**config.mk**
```make
export PLATFORM = sky130hd
export DESIGN_NAME = tpg_frame_ctrl
export DESIGN_NICKNAME = d
export VERILOG_FILES = /design/src/rtl/tpg_pkg.sv /design/src/rtl/tpg_frame_ctrl.sv
export SDC_FILE = /design/constraint.sdc
export NUM_CORES = 1
export LEC_CHECK = 0
export ABC_AREA = 1
export BUFFER_PORTS_ARGS = -buffer_cell sky130_fd_sc_hd__clkbuf_2
export CORE_MARGIN = 8
export CORE_UTILIZATION = 48
export DETAILED_ROUTE_END_ITERATION = 10
export MAX_ROUTING_LAYER = met4
export PLACE_DENSITY = 0.72
export SLEW_MARGIN = 10
export SYNTH_ARGS = -nofsm -noshare
export SYNTH_HDL_FRONTEND = slang
export SYNTH_SLANG_ARGS = --single-unit
```
**constraint.sdc**
```tcl
create_clock -name clk_25mhz -period 1.7 [get_ports clk_25mhz]
set_input_delay 0 -clock clk_25mhz [delete_from_list [all_inputs] [get_ports clk_25mhz]]
set_output_delay 0 -clock clk_25mhz [all_outputs]
set_load 0.02 [all_outputs]
```
**src/rtl/tpg_pkg.sv**
```systemverilog
// Shared definitions for the test pattern generator: pattern encodings,
// default raster size and the colour-bar palette.
package tpg_pkg;

  typedef enum logic [1:0] {
    MODE_BARS  = 2'd0,
    MODE_GRID  = 2'd1,
    MODE_GRAD  = 2'd2,
    MODE_CHECK = 2'd3
  } mode_e;

  localparam int H_ACTIVE_DEF = 640;
  localparam int V_ACTIVE_DEF = 480;

  // Index 0 is the leftmost bar (white), index 7 the rightmost (black).
  localparam logic [7:0][23:0] BAR_TABLE = {
    24'h000000, 24'h0000FF, 24'hFF0000, 24'hFF00FF,
    24'h00FF00, 24'h00FFFF, 24'hFFFF00, 24'hFFFFFF
  };

  function automatic logic [23:0] bar_colour(input logic [2:0] idx);
    return BAR_TABLE[idx];
  endfunction

endpackage

```
**src/rtl/tpg_frame_ctrl.sv**
```systemverilog
// Per-frame control: vsync falling-edge detector, frame counter, pending and
// displayed pattern mode, and horizontal scroll offset.
module tpg_frame_ctrl
  import tpg_pkg::*;
#(
  parameter int H_ACTIVE    = H_ACTIVE_DEF,
  parameter int SCROLL_STEP = 1
) (
  input  logic       clk_25mhz,
  input  logic       rst,
  input  logic       vsync,
  input  logic [1:0] mode_sel,
  input  logic       mode_req,
  input  logic       scroll_en,
  output logic [7:0] frame_cnt,
  output mode_e      mode_cur,
  output logic [9:0] scroll_off
);

  logic        vsync_q;
  logic        armed;
  logic        frame_start;
  mode_e       mode_pend;
  logic [10:0] scroll_sum;
  logic [9:0]  scroll_next;

  // armed masks the first cycle after reset, when vsync_q still holds its
  // reset value of 1 and a low vsync would otherwise look like an edge.
  assign frame_start = armed & vsync_q & ~vsync;

  always_comb begin
    scroll_sum  = {1'b0, scroll_off} + 11'(SCROLL_STEP);
    scroll_next = (scroll_sum >= 11'(H_ACTIVE)) ? 10'(scroll_sum - 11'(H_ACTIVE))
                                                : scroll_sum[9:0];
  end

  always_ff @(posedge clk_25mhz) begin
    if (rst) begin
      vsync_q    <= 1'b1;
      armed      <= 1'b0;
      frame_cnt  <= 8'd0;
      mode_pend  <= MODE_BARS;
      mode_cur   <= MODE_BARS;
      scroll_off <= 10'd0;
    end else begin
      vsync_q <= vsync;
      armed   <= 1'b1;
      if (mode_req) mode_pend <= mode_e'(mode_sel);
      if (frame_start) begin
        frame_cnt <= frame_cnt + 8'd1;
        mode_cur  <= mode_pend;
        if (scroll_en) scroll_off <= scroll_next;
      end
    end
  end

endmodule

```
==> results.md <==
* Setup crit start kind: register
* Final instance area at around 0.0017 mm^2
* Max Clk Rate at 579 MHz
* DRT iter0 DRCs at 75
* Final Critical Period at around 1.7 ns
* Slew margin rel. at 83.5%
* P_leak at a little over 0.8 nW
* Placer Congestion at 0.852
* Hold depth at 3
* Number of buffers created by CTS at 3
* Min Hold Slack at -0.0264 ns
* GRT Total Usage at 16.4%
* Layout filler cell count at 214
* Hold Fails Final Rpt at 1
* # IOs at 27
* TritonCTS clock tree: built
* Routed wire per std cell at 12.8 um
* First-pass GRT wire length at 5660 um
* Via-to-Cell Ratio at 5.02
* Hpwl dp at 2340 um
* Sw power at 0.280 mW
* Commonest non-fill, non-tap cell in the layout: nand2_1
* Placed Area at 0.00149 mm^2
* Initial antenna violation count at 0
* Synth warn at 0
* Synthesized cell area at between 0.001 and 0.0015 mm^2
* Crit Path Max Fanout at 3
* Fin cells at between 200 and 300
* RSZ-0062 raised after global routing: true
* Htree depth at 1
* Critical R2R Launch: scroll_off[0]$_SDFFE_PP0P_
* Multi-input gate area at between 700 and 800 um^2
* Final core occ at 70.3%
* Combinational family with the most area after synthesis: simple AND/OR/NAND/NOR gates
* DR vias at 1,350
* Post-synthesis simple-gate area fraction at between 30% and 40%
* Reg2Reg Setup Slack at -0.03 ns
* Die H at 67.1 um
* Post-synthesis net count at 195
* Cell Rows at 18
* Port-buffer cells at 26
* Hold_sp: mode_req
* Most frequent cells in the layout: nand2_1, clkbuf_2, inv_1, nor2_1, buf_4
* Share of cells above drive strength 1 at 34.7%
* Compound-gate portion of the synthesized area at 12.4%
* Vias in the first global route at 1,297
* Skew-Pair Late Insertion Delay at 0.31 ns
* Switching share of power at 27.4%
* WHS Endpoint: mode_pend[1]$_SDFFE_PP0P_
* Layout overhead on the synthesized area at 38.7%
* Fin Setup TNS at -0.0279 ns
* Slew Limit Fails at 0
* Register area at 502 um^2
* Setup Crit Path Kind: reg -> reg
* Sink Count at 24
* Combinational share of power at 16.6%
* Sequential-to-total area share from yosys stat at 38.3%
* Root Buffer: clkbuf_4
* # nets final at 251
* Synth cell types at 26
* Clock-pin slew on the worst setup and hold paths at between 0.1 and 0.15 ns
* PD cells at 586 mW/mm^2
* Part of the cycle the worst path needs at 102%
* Largest net degree at the start of global routing at 17
* Reg power frac at 58.7%
* Worst Hold Class: in -> reg
* Final WL at roughly 3500 um
* Placed Cells at about 240
* Synthesized flop and latch total at 24
* Die Width at 67.1 um
* Drt pass-1 iters at 4
* # diodes at 0
* Worst EP arrival at 1.98 ns
* Max-Cap Viols at 0
* Syn_area_per_cell at 6.82 um^2
* Synth Area in Adders at under 10%
* Required time worst endpoint at between 1.5 and 2 ns
* Reg2reg end: scroll_off[8]$_SDFFE_PP0P_
* Residual DRC at 0
* Mux cell area share after synthesis at 0%
* Max Clock Skew at 0.00698 ns
* CP endpoint kind: register
* Congestion Overflow GR at 0
* Status: finished with violations
* Max VDD drop at 487 uV
* Initial cell density of the core at between 50% and 60%
* Internal at 0.740 mW
* Core area at 0.00248 mm^2
* Post-synthesis xor/xnor area fraction at 2.09%
* Setup violators final at 1
* Final WS setup at -0.0279 ns
* Worst Tran Pin Value at 0.247 ns
* Failing checks: negative hold slack, negative setup slack
* Final ANT Viol Nets at 0
* Die area at 0.00451 mm^2
* Clk network pwr share at 24.7%
* Synth Instances at 184
* Clk buf depth at 2
* Reg2Reg Depth at 13
## metrics by stage
stage               power (mW)  worst slack [ns]
floorplan                0.694            0.0325
global placement         0.735            0.0421
detailed placement       0.741           -0.0632
CTS                       1.01           -0.0132
global route              1.07            -0.101
finish                    1.02           -0.0279
## what timing repair did
action / CTS / global route
hold buffers: 8 / 0
endpoints found under the setup margin: 2 / 4
setup buffers: 8 / 6
resized for setup: 10 / 8
pin swaps: 8 / 7
hold endpoints to repair: 8 / 0
## power by group through the flow
stage	registers [mW]	logic [mW]	clock network, mW
CTS	0.599	0.156	0.260
global placement	0.613	0.122	0
global route	0.601	0.188	0.286
floorplan	0.633	0.0608	0
detailed placement	0.615	0.126	0
finish	0.598	0.169	0.252
## flip-flops by register name (all words and copies together), names as in the netlist
name and count:
frame_cnt 8, armed 1, mode_cur 2, mode_pend 2
scroll_off 10, vsync_q 1
## critical path, cell delays in order (launching register included)
cell and delay, ns:
dfxtp_4 0.39, ha_4 0.14, nand2_4 0.06, inv_4 0.06
nand4_1 0.11, nand2_2 0.11, inv_2 0.05, ha_4 0.15
nand3b_1 0.20, nand2_2 0.13, inv_2 0.05, nand2_1 0.05
nand2_1 0.06, a21oi_2 0.11
## worst max-delay path by stage
stage	slack, ns	to	depth (start not counted)	from
2_1_floorplan	0.03	scroll_off[8]$_SDFFE_PP0P_	13	scroll_off[1]$_SDFFE_PP0P_
3_3_place_gp	0.04	scroll_off[8]$_SDFFE_PP0P_	14	scroll_off[1]$_SDFFE_PP0P_
3_5_place_dp	-0.06	scroll_off[8]$_SDFFE_PP0P_	14	scroll_off[1]$_SDFFE_PP0P_
4_1_cts	-0.01	scroll_off[8]$_SDFFE_PP0P_	14	scroll_off[1]$_SDFFE_PP0P_
5_1_grt	-0.10	scroll_off[8]$_SDFFE_PP0P_	13	scroll_off[0]$_SDFFE_PP0P_
6_report	-0.03	scroll_off[8]$_SDFFE_PP0P_	13	scroll_off[0]$_SDFFE_PP0P_
## Yosys cell counts
library cell / instances / area, um^2
nand2_1: 38 / 143
inv_1: 27 / 101
nor2_1: 25 / 93.8
dfxtp_1: 24 / 480
nand3_1: 11 / 55.1
o21ai_0: 11 / 55.1
a21oi_1: 9 / 45.0
nand2_2: 5 / 31.3
o21ai_1: 5 / 25.0
ha_1: 4 / 50.1
nand4_1: 3 / 18.8
nor2_2: 3 / 18.8
clkbuf_1: 2 / 7.51
inv_2: 2 / 7.51
nand3_2: 2 / 20.0
nor3_1: 2 / 10.0
xor2_1: 2 / 17.5
a211oi_1: 1 / 7.51
a21oi_2: 1 / 8.76
a31oi_1: 1 / 6.26
buf_4: 1 / 7.51
nand3b_1: 1 / 7.51
nor2_4: 1 / 11.3
nor3_2: 1 / 10.0
o211ai_1: 1 / 7.51
xnor2_1: 1 / 8.76
## layer usage
| layer | GRT usage (%) | part of all wire, % | vias to the layer above |
|---|---|---|---|
| met2 | 28.2 | 52 | 35 |
| li1 | - | - | 692 |
| met3 | 3.31 | 4.9 | 4 |
| met1 | 18.0 | 42 | 619 |
| met4 | 6.79 | 0.90 | 0 |
| met5 | - | 0 | - |
## cell type report
type | instances | area share (%)
Clock buffer | 3 | 1.29
Clock inverter | 1 | 0.216
Inverter | 29 | 6.61
Multi-Input combinational cell | 128 | 40.3
Sequential cell | 24 | 28.8
Tap cell | 30 | 2.16
Timing Repair Buffer | 54 | 20.6
## cell families after synthesis
| group | after synthesis |
|---|---|
| buffers and inverters | 32 |
| xor gates and xnor gates | 3 |
| DFF | 24 |
| adders and majority gates | 4 |
| AOI/OAI and AO/OA | 29 |
| and+or+nand+nor | 92 |
No activity file was read; power rests on OpenSTA's default activity.
